## src/rtl/uart_hs_host.sv

```systemverilog
// uart_hs_host: host-side buffering between a CPU-style valid/ready port and
// a req/ack UART transmitter and receiver. TX path is a FIFO_DEPTH-entry
// FIFO drained by a four-phase send_req/send_ack handshake; RX path captures
// characters on recv_req/recv_ack and presents them on rd_valid/rd_ready.
// Ports: clk, reset_n (sync, active low); wr_valid/wr_data/wr_ready (TX in);
// rd_valid/rd_data/rd_ready (RX out); send_req/send_ack/tx_data (transmitter);
// recv_req/recv_ack/rx_data (receiver); tx_level (TX occupancy).
// Build option: define UART_HS_HOST_RX_FIFO_EN for a FIFO_DEPTH-entry RX FIFO;
// otherwise the RX buffer is a single holding register.
module uart_hs_host #(
  parameter int DATA_SIZE  = 8,
  parameter int FIFO_DEPTH = 4
) (
  input  logic                            clk,
  input  logic                            reset_n,
  input  logic                            wr_valid,
  input  logic [DATA_SIZE-1:0]            wr_data,
  output logic                            wr_ready,
  output logic                            rd_valid,
  output logic [DATA_SIZE-1:0]            rd_data,
  input  logic                            rd_ready,
  output logic                            send_req,
  input  logic                            send_ack,
  output logic [DATA_SIZE-1:0]            tx_data,
  input  logic                            recv_req,
  output logic                            recv_ack,
  input  logic [DATA_SIZE-1:0]            rx_data,
  output logic [$clog2(FIFO_DEPTH+1)-1:0] tx_level
);

  localparam int PW = $clog2(FIFO_DEPTH);
  localparam int LW = $clog2(FIFO_DEPTH+1);
  localparam logic [LW-1:0] FULL_LVL = LW'(FIFO_DEPTH);

  typedef enum logic [1:0] {T_IDLE, T_REQ, T_REL} tx_state_e;
  typedef enum logic {R_IDLE, R_ACK} rx_state_e;

  // ---------------- TX path ----------------
  logic [DATA_SIZE-1:0] tx_mem_q [FIFO_DEPTH];
  logic [DATA_SIZE-1:0] tx_mem_d [FIFO_DEPTH];
  logic [PW-1:0]        tx_wptr_q, tx_wptr_d;
  logic [PW-1:0]        tx_rptr_q, tx_rptr_d;
  logic [LW-1:0]        tx_cnt_q, tx_cnt_d;
  tx_state_e            tx_state_q, tx_state_d;
  logic                 send_req_q, send_req_d;
  logic [DATA_SIZE-1:0] tx_data_q, tx_data_d;
  logic                 tx_push, tx_pop;

  assign wr_ready = reset_n && (tx_cnt_q != FULL_LVL);
  assign tx_push  = wr_valid && wr_ready;
  // The head leaves the FIFO only once the transmitter has acknowledged it.
  assign tx_pop   = (tx_state_q == T_REQ) && send_ack;
  assign send_req = send_req_q;
  assign tx_data  = tx_data_q;
  assign tx_level = tx_cnt_q;

  always_comb begin
    tx_mem_d   = tx_mem_q;
    tx_wptr_d  = tx_wptr_q;
    tx_rptr_d  = tx_rptr_q;
    tx_cnt_d   = tx_cnt_q;
    tx_state_d = tx_state_q;
    send_req_d = send_req_q;
    tx_data_d  = tx_data_q;
    if (tx_push) begin
      tx_mem_d[tx_wptr_q] = wr_data;
      tx_wptr_d = tx_wptr_q + PW'(1);
    end
    if (tx_pop) begin
      tx_rptr_d = tx_rptr_q + PW'(1);
    end
    unique case ({tx_push, tx_pop})
      2'b10:   tx_cnt_d = tx_cnt_q + LW'(1);
      2'b01:   tx_cnt_d = tx_cnt_q - LW'(1);
      default: tx_cnt_d = tx_cnt_q;
    endcase
    unique case (tx_state_q)
      T_IDLE: begin
        // Wait for a stale ack to drop before opening a new handshake.
        if ((tx_cnt_q != '0) && !send_ack) begin
          tx_data_d  = tx_mem_q[tx_rptr_q];
          send_req_d = 1'b1;
          tx_state_d = T_REQ;
        end
      end
      T_REQ: begin
        if (send_ack) begin
          send_req_d = 1'b0;
          tx_state_d = T_REL;
        end
      end
      T_REL: begin
        if (!send_ack) begin
          tx_state_d = T_IDLE;
        end
      end
      default: tx_state_d = T_IDLE;
    endcase
  end

  always_ff @(posedge clk) begin
    tx_mem_q <= tx_mem_d;
  end

  always_ff @(posedge clk) begin
    if (!reset_n) begin
      tx_wptr_q  <= '0;
      tx_rptr_q  <= '0;
      tx_cnt_q   <= '0;
      tx_state_q <= T_IDLE;
      send_req_q <= 1'b0;
      tx_data_q  <= '0;
    end else begin
      tx_wptr_q  <= tx_wptr_d;
      tx_rptr_q  <= tx_rptr_d;
      tx_cnt_q   <= tx_cnt_d;
      tx_state_q <= tx_state_d;
      send_req_q <= send_req_d;
      tx_data_q  <= tx_data_d;
    end
  end

  // ---------------- RX path ----------------
  rx_state_e            rx_state_q, rx_state_d;
  logic                 recv_ack_q, recv_ack_d;
  logic                 rx_space, rx_avail;
  logic                 rx_cap, rx_pop;
  logic [DATA_SIZE-1:0] rx_head;

  // Capture only from idle, so one recv_req pulse yields one character.
  assign rx_cap   = (rx_state_q == R_IDLE) && recv_req && rx_space;
  assign rx_pop   = rx_avail && rd_ready;
  assign rd_valid = rx_avail;
  assign rd_data  = rx_avail ? rx_head : '0;
  assign recv_ack = recv_ack_q;

  always_comb begin
    rx_state_d = rx_state_q;
    recv_ack_d = recv_ack_q;
    unique case (rx_state_q)
      R_IDLE: begin
        if (rx_cap) begin
          recv_ack_d = 1'b1;
          rx_state_d = R_ACK;
        end
      end
      R_ACK: begin
        if (!recv_req) begin
          recv_ack_d = 1'b0;
          rx_state_d = R_IDLE;
        end
      end
      default: rx_state_d = R_IDLE;
    endcase
  end

  always_ff @(posedge clk) begin
    if (!reset_n) begin
      rx_state_q <= R_IDLE;
      recv_ack_q <= 1'b0;
    end else begin
      rx_state_q <= rx_state_d;
      recv_ack_q <= recv_ack_d;
    end
  end

`ifdef UART_HS_HOST_RX_FIFO_EN
  logic [DATA_SIZE-1:0] rx_mem_q [FIFO_DEPTH];
  logic [DATA_SIZE-1:0] rx_mem_d [FIFO_DEPTH];
  logic [PW-1:0]        rx_wptr_q, rx_wptr_d;
  logic [PW-1:0]        rx_rptr_q, rx_rptr_d;
  logic [LW-1:0]        rx_cnt_q, rx_cnt_d;

  assign rx_space = (rx_cnt_q != FULL_LVL);
  assign rx_avail = (rx_cnt_q != '0);
  assign rx_head  = rx_mem_q[rx_rptr_q];

  always_comb begin
    rx_mem_d  = rx_mem_q;
    rx_wptr_d = rx_wptr_q;
    rx_rptr_d = rx_rptr_q;
    if (rx_cap) begin
      rx_mem_d[rx_wptr_q] = rx_data;
      rx_wptr_d = rx_wptr_q + PW'(1);
    end
    if (rx_pop) begin
      rx_rptr_d = rx_rptr_q + PW'(1);
    end
    unique case ({rx_cap, rx_pop})
      2'b10:   rx_cnt_d = rx_cnt_q + LW'(1);
      2'b01:   rx_cnt_d = rx_cnt_q - LW'(1);
      default: rx_cnt_d = rx_cnt_q;
    endcase
  end

  always_ff @(posedge clk) begin
    rx_mem_q <= rx_mem_d;
  end

  always_ff @(posedge clk) begin
    if (!reset_n) begin
      rx_wptr_q <= '0;
      rx_rptr_q <= '0;
      rx_cnt_q  <= '0;
    end else begin
      rx_wptr_q <= rx_wptr_d;
      rx_rptr_q <= rx_rptr_d;
      rx_cnt_q  <= rx_cnt_d;
    end
  end
`else
  logic [DATA_SIZE-1:0] rx_hold_q, rx_hold_d;
  logic                 rx_full_q, rx_full_d;

  // A held character blocks capture even while it is being read.
  assign rx_space = !rx_full_q;
  assign rx_avail = rx_full_q;
  assign rx_head  = rx_hold_q;

  always_comb begin
    rx_hold_d = rx_hold_q;
    rx_full_d = rx_full_q;
    if (rx_cap) begin
      rx_hold_d = rx_data;
      rx_full_d = 1'b1;
    end else if (rx_pop) begin
      rx_full_d = 1'b0;
    end
  end

  always_ff @(posedge clk) begin
    if (!reset_n) begin
      rx_hold_q <= '0;
      rx_full_q <= 1'b0;
    end else begin
      rx_hold_q <= rx_hold_d;
      rx_full_q <= rx_full_d;
    end
  end
`endif

endmodule

```

## config.mk

```make
export PLATFORM = sky130hd
export DESIGN_NAME = uart_hs_host
export DESIGN_NICKNAME = d
export VERILOG_FILES = /design/src/rtl/uart_hs_host.sv
export SDC_FILE = /design/constraint.sdc
export NUM_CORES = 1
export LEC_CHECK = 0
export BUFFER_PORTS_ARGS = -buffer_cell sky130_fd_sc_hd__buf_4
export CORE_UTILIZATION = 42
export DETAILED_ROUTE_END_ITERATION = 6
export SLEW_MARGIN = 10
export SYNTH_ARGS = -nofsm -noshare
export SYNTH_HDL_FRONTEND = slang
export SYNTH_SLANG_ARGS = --single-unit
```

## constraint.sdc

```tcl
create_clock -name clk -period 5.7 [get_ports clk]
set_clock_uncertainty 0.1 [all_clocks]
set_input_delay 1.14 -clock clk [delete_from_list [all_inputs] [get_ports clk]]
set_output_delay 1.14 -clock clk [all_outputs]
set_load 0.02 [all_outputs]
```

==> metrics, run 1 <==
status=complete, no violations; Final min period=3.379 ns; # resized after CTS=0; first-pass GRT wire length=7155 um; Max FO, Critical Path=20; register area=1541 sq um; Multi-input gate area=815.8 sq um; initial DRC count=58; met3 wire length=238 um; buffers added on ports=44; drt total wl=4447 um; post-synth top area cell=edfxtp_1; Post-Syn Area=2436 sq um; Slew HR=51.32%; worst skew pair latency=0.33 ns; top-area cell type share of the netlist area=~40%; Worst VDD drop=0.1471 mV; Final GP Congestion=0.7188; number of flops mapped to enable cells by yosys=32; main combinational cell family by area after synthesis=multiplexers; vias per cell=4.852; number of global-route vias before repair=1499; Clk pin slew, worst setup/hold paths=0.06 ns; Synthesis Warnings=0; core outline area=5540 sq um; die height=about 78 um; placement row count=27; final hold vios=0; setup bufs post-CTS=0; simple-gate share of the synthesized area=10.94%; die width=78.16 um; Layout Nets=255; ratio of cells with drive above 1 in the final layout=30.60%; initial antenna violation count=0; synth unique cells=30; met2 WL=roughly 2200 um; most frequent cell after synthesis=edfxtp_1; full die area=6109 sq um; Power Density=311.5 nW/um^2; clk buf depth=2; Mapped Nets=just over 200; Synth-to-Final Area Change=23.42%; Worst-Margin Slew=0.7294 ns; multiplexer share of the synthesized area=between 10% and 20%; synth cell count leaders=edfxtp_1, dfxtp_1, nor2_1; Leak=0.001167 uW; Slew Limit Fails=0; Seq/Total Area, Yosys=63.28%; Worst setup EP type=output port; Max-Cap Viols=0; clock sink total=just over 60; post-route ant nets=0; achievable frequency=296.0 MHz; io pins=45; GRT Total Usage=15.96%; initial core utilization=a little over two fifths; setup TNS=0 ns; post-synthesis instance total=178; Synth Area in Adders=3.390%; Placed Cells incl. Taps=roughly 290; routed vias=1475; # DRC=0; uppermost layer routed=met4; period utilization=59.28%; Yosys reg bits=61; asr flop ratio synth=0%; type of the worst setup path=primary input to output port; Synth Area in XOR/XNOR=between 1.5 and 2%; required time worst endpoint=4.46 ns; H-tree Lvls=3; wl on met1=~2000 um; RSZ-0062 raised after global routing=false; routed len/inst=14.63 um; ys flop type=edfxtp_1; Post-Syn Area per Cell=13.69 sq um; CTS Hold Bufs=0; Hold Path Class=flip-flop to flip-flop; CTS tree=done; First-pass DRT Iterations=4; Setup crit start kind=primary input; Final setup viols=0; clk root buf=clkbuf_8; final std cells w/o fill=304; compound-cell area share of the yosys netlist=under 10%; pin count of the biggest net entering global routing=21; Antenna Cells=0; CTS buffer count=9; DP HPWL=3105 um; top post-synthesis cells by area=edfxtp_1, dfxtp_1, mux4_2; Filler cells=485; GRT overflow=0; Critical Path AT=2.14 ns
==> through the flow <==
step / hold WS [ns] / power [uW] / worst slack, ns / area (sq um) / util, %
floorplan: 0.3395 / 571.2 / 2.743 / 2436 / -
global placement: 0.3468 / 610.0 / 2.347 / 2834 / 51.15
detailed placement: 0.3634 / 614.4 / 2.168 / 2834 / 51.15
CTS: 0.3711 / 945.4 / 2.326 / 3007 / 54.27
global route: 0.4034 / 976.5 / 2.256 / 3007 / 54.27
finish: 0.3694 / 936.4 / 2.321 / 3007 / 54.27
==> per-layer routing <==
metal | vias to the layer above | global-route usage (%)
li1 | 730 | -
met1 | 695 | 19.98
met2 | 41 | 25.00
met3 | 9 | 3.953
met4 | 0 | 9.444
met5 | - | 0
==> flip-flops by register name, summed over array words and instances, names as in the netlist <==
signal      cells
rd_valid        1
recv_ack        1
rx_head         8
rx_state_q      1
send_req        1
tx_data         8
tx_level        3
tx_mem_q       32
tx_rptr_q       2
tx_state_q      2
tx_wptr_q       2
==> kinds of logic (layout without fill, tap and decap cells) <==
family,Yosys count,count (layout)
AO/OA/AOI/OAI,18,18
adder cells (fa/ha/maj),6,6
flip-flops,61,61
AND/OR/NAND/NOR,50,50
buffers and inverters,20,74
XOR/XNOR,5,5
multiplexers,18,18
==> final timing paths <==
| check | startpoint | endpoint | slack (ns) | depth (start not counted) |
|---|---|---|---|---|
| max | reset_n | wr_ready | 2.32 | 4 |
| min | tx_data[5] | tx_data[5] | 0.37 | 2 |
| max reg2reg | tx_level[0] | tx_level[2] | 3.40 | 9 |
| min reg2reg | tx_data[5] | tx_data[5] | 0.37 | 2 |
==> placed cells by master (no fill, tap or decap), drive strengths merged, types with 2 or more instances in the layout <==
cell     synthesis  final
clkinv           0      2
clkbuf           3     14
dfxtp           29     29
nand2           11     11
or3              2      2
mux4             8      8
and2            12     12
mux2i           10     10
ha               5      5
nor2            18     18
inv             13     13
buf              4     45
nor3             2      2
edfxtp          32     32
xor2             5      5
o2bb2ai          8      8
a21oi            6      6
==> power by group <==
group	switching [uW]	internal [uW]	total (uW)
logic	55.3	47.9	103
registers	15.7	485	501
clock network	152	181	332
==> worst max-delay path: stages <==
cell     delay (ns)
buf_4          0.17
inv_1          0.55
a21oi_1        0.08
buf_4          0.19
==> area by class of cell <==
cell class | instances | share of cell area (%)
well taps | 72 | 2.996
flip-flops and latches | 61 | 51.27
clock inverters | 2 | 0.3329
repair buffers | 45 | 11.24
inverters | 13 | 1.623
clock buffers | 14 | 5.410
multi-input cells | 97 | 27.13
No activity file was read; power rests on OpenSTA's default activity.
==> run 2, diff against run 1 <==
==> constraint.sdc (replaced) <==
create_clock -name clk -period 3.2 [get_ports clk]
set_clock_uncertainty 0.1 [all_clocks]
set_input_delay 0.64 -clock clk [delete_from_list [all_inputs] [get_ports clk]]
set_output_delay 0.64 -clock clk [all_outputs]
set_load 0.02 [all_outputs]
==> run 2 against run 1 <==
Via count rose by 3.4%; count of clock-buffer cells in the layout fell by 2; critical path depth rose by 5; cell count rose by 0.33%; critical endpoint is now tx_level[2]; largest cell class unchanged.
==> metrics, run 2 (synthesized netlist as in run 1, its figures left out) <==
Power Density=540.1 nW/um^2 (was 311.5 nW/um^2); Setup crit start kind=flip-flop (was primary input); GRT Total Usage=17.28% (was 15.96%); buffers added on ports=44 (unchanged); Filler cells=486 (was 485); final hold vios=0 (unchanged); Final Cell Area=2993 sq um (was 3007 sq um); Slowest cell on crit path=fa_1 (was inv_1); # DRC=0 (unchanged); Antenna Cells=0 (unchanged); Worst VDD drop=0.2151 mV (was 0.1471 mV); full die area=6109 sq um (unchanged); max reg flops=32 (unchanged); pin count of the biggest net entering global routing=20 (was 21); First-pass DRT Iterations=4 (unchanged); worst skew pair latency=0.32 ns (was 0.33 ns); required time worst endpoint=3.35 ns (was 4.46 ns); CTS buffer count=9 (unchanged); Worst-Margin Slew=0.6697 ns (was 0.7294 ns); Worst setup EP type=flip-flop (was output port); Final GP Congestion=0.7093 (was 0.7188); achievable frequency=between 400 and 500 MHz; clock sink total=61 (unchanged); Final setup viols=0 (unchanged); Most flops, register=tx_mem_q (unchanged); setup bufs post-CTS=0 (unchanged); Leak=0.001158 uW (was 0.001167 uW); setup TNS=0 ns (unchanged); first-pass GRT wire length=7755 um (was 7155 um); register area=1541 sq um (unchanged); status=complete, no violations (unchanged); Max FO, Critical Path=7 (was 20); core outline area=5540 sq um (unchanged); initial antenna violation count=0 (unchanged); initial DRC count=66 (was 58); type of the worst setup path=flip-flop to flip-flop (was primary input to output port); most common cell after layout, fill and taps aside=buf_4 (unchanged); highest-count cells in the layout ignoring fill and taps=buf_4, edfxtp_1, dfxtp_1 (unchanged); Slew HR=55.29% (was 51.32%); vias per cell=5.000 (was 4.852); die width=78.16 um (unchanged); post-route ant nets=0 (unchanged); die height=78.16 um (unchanged); initial core utilization=43.97% (unchanged); io pins=45 (unchanged); Final min period=roughly 2.2 ns; crit-path cells=nor2_1 -> a211oi_4 -> inv_1 -> ha_1 -> inv_1 -> fa_1 -> xor2_1 -> or3_1 -> a21oi_1 (was buf_4 -> inv_1 -> a21oi_1 -> buf_4); routed vias=1525 (was 1475); placement-stage cell area=2841 sq um (was 2834 sq um); GRT overflow=0 (unchanged); period utilization=69.96%; Hold Path Class=flip-flop to flip-flop (unchanged); clk buf depth=2 (unchanged); CP dominant cell by count=inv_1 (was buf_4); Multi-input gate area=815.8 sq um (unchanged); # resized after CTS=0 (unchanged); H-tree Lvls=3 (unchanged); ratio of cells with drive above 1 in the final layout=29.61% (was 30.60%); Slew Limit Fails=0 (unchanged); Max-Cap Viols=0 (unchanged); Clk pin slew, worst setup/hold paths=0.06 ns (about the same); Synth-to-Final Area Change=22.86% (was 23.42%); slowest stage delay, CP=0.37 ns (was 0.55 ns); Layout Nets=256 (was 255); Fin Hold WS=0.3578 ns (was 0.3694 ns); CTS Hold Bufs=0 (unchanged); RSZ-0062 raised after global routing=false (unchanged); DP HPWL=3268 um (was 3105 um); placement row count=27 (unchanged); routed len/inst=15.46 um (was 14.63 um); number of global-route vias before repair=1606 (was 1499); clk root buf=clkbuf_8 (unchanged); Critical Path AT=2.39 ns (was 2.14 ns); drt total wl=4716 um (was 4447 um); CTS tree=done (unchanged)
[run 2: report_power, final]
group	internal [uW]	total, uW	leakage (uW)	switching (uW)
Clock	272	538	0.0000769	266
Combinational	86.1	186	0.000554	100
Sequential	864	892	0.000528	28.0
Total	1220	1620	0.00116	394
[run 2: worst max-delay path, delay by kind of cell, from the launching register on]
family | cells | cell delay, ns
buffers and inverters | 2 | 0.15
xor gates and xnor gates | 1 | 0.16
adders and majority gates | 2 | 0.56
DFF | 1 | 0.36
and+or+nand+nor | 2 | 0.55
AOI/OAI and AO/OA | 2 | 0.29
[run 2: layer usage]
metal  part of all wire (%)  GRT usage [%]  wire length [um]  up-vias
li1                       -              -                 -      733
met1                     43          20.66              2037      754
met2                     52          29.12              2457       28
met3                    3.1          4.070               145       10
met4                    1.6          8.704                76        0
met5                      0              0                 0        -
[run 2: final timing paths]
check	start	end	slack, ns	cells past startpoint
max	tx_level[0]	tx_level[2]	0.96	9
min	tx_data[4]	tx_data[4]	0.36	2
max reg2reg	tx_level[0]	tx_level[2]	0.96	9
min reg2reg	tx_data[4]	tx_data[4]	0.36	2
[run 2: area by class of cell]
type | count | share of cell area, %
Clock inverter | 4 | 0.5435
Tap cell | 72 | 3.010
Clock buffer | 12 | 4.515
Multi-Input combinational cell | 97 | 27.26
Inverter | 13 | 1.630
Timing Repair Buffer | 46 | 11.54
Sequential cell | 61 | 51.51
[run 2: per-stage QoR]
step                std cells  utilization [%]  power [uW]  worst slack (ns)
floorplan                 178                -        1017             1.024
global placement          289            51.29        1086            0.7863
detailed placement        289            51.29        1098            0.6680
CTS                       305            54.02        1636            0.9449
global route              305            54.02        1693            0.8172
finish                    305            54.02        1617            0.9611
==> run 3, diff against run 2 <==
==> constraint.sdc (replaced) <==
create_clock -name clk -period 2.2 [get_ports clk]
set_clock_uncertainty 0.1 [all_clocks]
set_input_delay 0.44 -clock clk [delete_from_list [all_inputs] [get_ports clk]]
set_output_delay 0.44 -clock clk [all_outputs]
set_load 0.02 [all_outputs]
==> run 3 against run 2 <==
Setup slack worse by 0.83 ns; register-to-register slack worse by 0.83 ns; first-iteration DRC count up 15%; clock power up 74%; non-clock buffer count up 6; final area up 2.6%; sequential cell count unchanged; critical path depth unchanged; global-route usage down 0.13 points; largest power group unchanged.
==> metrics, run 3 (synthesized netlist as in run 1, its figures left out) <==
crit path to=tx_level[2] (unchanged); clk buf depth=2 (unchanged); # DRC=0 (unchanged); Leak=0.001203 uW (was 0.001158 uW); Slew Limit Fails=0 (unchanged); CP Depth=9 (unchanged); die height=78.16 um (unchanged); CTS Hold Bufs=0 (unchanged); crit-path cells=nor2_2 -> a211oi_4 -> inv_1 -> ha_1 -> inv_1 -> fa_1 -> xor2_1 -> or3_1 -> a21oi_1 (was nor2_1 -> a211oi_4 -> inv_1 -> ha_1 -> inv_1 -> fa_1 -> xor2_1 -> or3_1 -> a21oi_1); highest-count cells in the layout ignoring fill and taps=buf_4, edfxtp_1, dfxtp_1 (unchanged); FF-to-FF End=tx_level[2] (unchanged); Final setup viols=0 (unchanged); initial core utilization=43.97% (unchanged); met3 wire length=176 um (was 145 um); initial antenna violation count=0 (unchanged); Final min period=2.067 ns (was 2.239 ns); routed len/inst=15.07 um (was 15.46 um); Placed Cells incl. Taps=295 (was 289); GRT overflow=0 (unchanged); full die area=6109 sq um (unchanged); number of global-route vias before repair=1614 (was 1606); Power Density=818.6 nW/um^2 (was 540.1 nW/um^2); CP dominant cell by count=inv_1 (unchanged); R2R depth=9 (unchanged); wl on met1=1982 um (was 2037 um); clock sink total=61 (unchanged); routed vias=1534 (was 1525); Antenna Cells=0 (unchanged); Max-Cap Viols=0 (unchanged); uppermost layer routed=met4 (unchanged); post-route ant nets=0 (unchanged); r2r setup slk=0.13 ns (was 0.96 ns); final std cells w/o fill=311 (was 305); ratio of cells with drive above 1 in the final layout=33.05% (was 29.61%); Hold Path Class=primary input to flip-flop (was flip-flop to flip-flop); pin count of the biggest net entering global routing=20 (unchanged); DP HPWL=3277 um (was 3268 um); Final Cell Area=3072 sq um (was 2993 sq um); status=complete, no violations (unchanged); period utilization=93.97% (was 69.96%); Slew HR=68.60% (was 55.29%); drt total wl=4687 um (was 4716 um); required time worst endpoint=2.35 ns (was 3.35 ns); setup bufs post-CTS=0 (unchanged); buffers added on ports=44 (unchanged); achievable frequency=483.7 MHz (was 446.7 MHz); Slowest cell on crit path=fa_1 (unchanged); Buf/Inv on CP=2 (unchanged); CTS tree=done (unchanged); core outline area=5540 sq um (unchanged); initial DRC count=76 (was 66); Worst setup EP type=flip-flop (unchanged); FF-to-FF Start=tx_level[0] (unchanged); Fin Hold WS=0.2126 ns (was 0.3578 ns); First-pass DRT Iterations=4 (unchanged); final hold vios=0 (unchanged); Layout Nets=262 (was 256); Worst VDD drop=0.3706 mV (was 0.2151 mV); # resized after CTS=0 (unchanged); Max FO, Critical Path=2 (was 7); Most flops, register=tx_mem_q (unchanged); final core utilization=55.44% (was 54.02%); io pins=45 (unchanged); vias per cell=4.932 (was 5.000); GRT Total Usage=17.16% (was 17.28%); most common cell after layout, fill and taps aside=buf_4 (unchanged); Worst-Margin Slew=0.4703 ns (was 0.6697 ns); CP Launch Point=tx_level[0] (unchanged); Synth-to-Final Area Change=26.09% (was 22.86%); H-tree Lvls=3 (unchanged); type of the worst setup path=flip-flop to flip-flop (unchanged); Setup crit start kind=flip-flop (unchanged); slowest stage delay, CP=0.39 ns (was 0.37 ns); Critical Path AT=2.22 ns (was 2.39 ns); cell family with most CP delay=adder cells (unchanged); CTS buffer count=9 (unchanged); Final GP Congestion=0.7771 (was 0.7093); die width=78.16 um (unchanged); placement-stage cell area=2887 sq um (was 2841 sq um); max reg flops=32 (unchanged); Clk pin slew, worst setup/hold paths=0.07 ns (was 0.06 ns); first-pass GRT wire length=7741 um (was 7755 um); worst skew pair latency=0.32 ns (about the same); RSZ-0062 raised after global routing=false (unchanged); clk root buf=clkbuf_8 (unchanged); met2 WL=2478 um (was 2457 um); placement row count=27 (unchanged)
run 3: cell count changes in the layout (fill, tap and decap cells not counted), sizes merged:
cell	before	now
clkinvlp	0	1
clkbuf	12	11
clkinv	4	3
buf	46	52
bufinv	0	1
run 3: how the worst min path moves through the flow:
stage / start / end / cells after the start
floorplan: rx_state_q / rx_state_q / 2
global placement: rx_state_q / rx_state_q / 2
detailed placement: tx_data[6] / tx_data[6] / 2
CTS: wr_data[1] / tx_mem_q[1] / 1
global route: wr_data[6] / tx_mem_q[22] / 1
finish: wr_data[1] / tx_mem_q[1] / 1
run 3: through the flow:
stage	total power, uW	setup TNS, ns	setup slack, ns
floorplan	1480	0	0.05016
global placement	1589	0	0.09469
detailed placement	1609	-0.002450	-0.002450
CTS	2539	0	0.07045
global route	2620	0	0.04391
finish	2514	0	0.1326
run 3: layout make-up:
type | instances | area, sq um
multi-input cells | 97 | 818.3
repair buffers | 52 | 390.4
clock buffers | 11 | 131.4
fillers | 493 | 2469
well taps | 72 | 90.09
flip-flops and latches | 61 | 1541
clock inverters | 5 | 51.30
inverters | 13 | 48.80
run 3: routing by layer:
layer	up-vias	GRT usage, %
met4	0	8.333
met2	35	29.39
met1	751	20.26
met5	-	0
met3	6	3.953
li1	742	-
run 3: where the power goes:
part / switching, uW / internal, uW
clock network: 418 / 516
registers: 31.8 / 1260
logic: 157 / 135
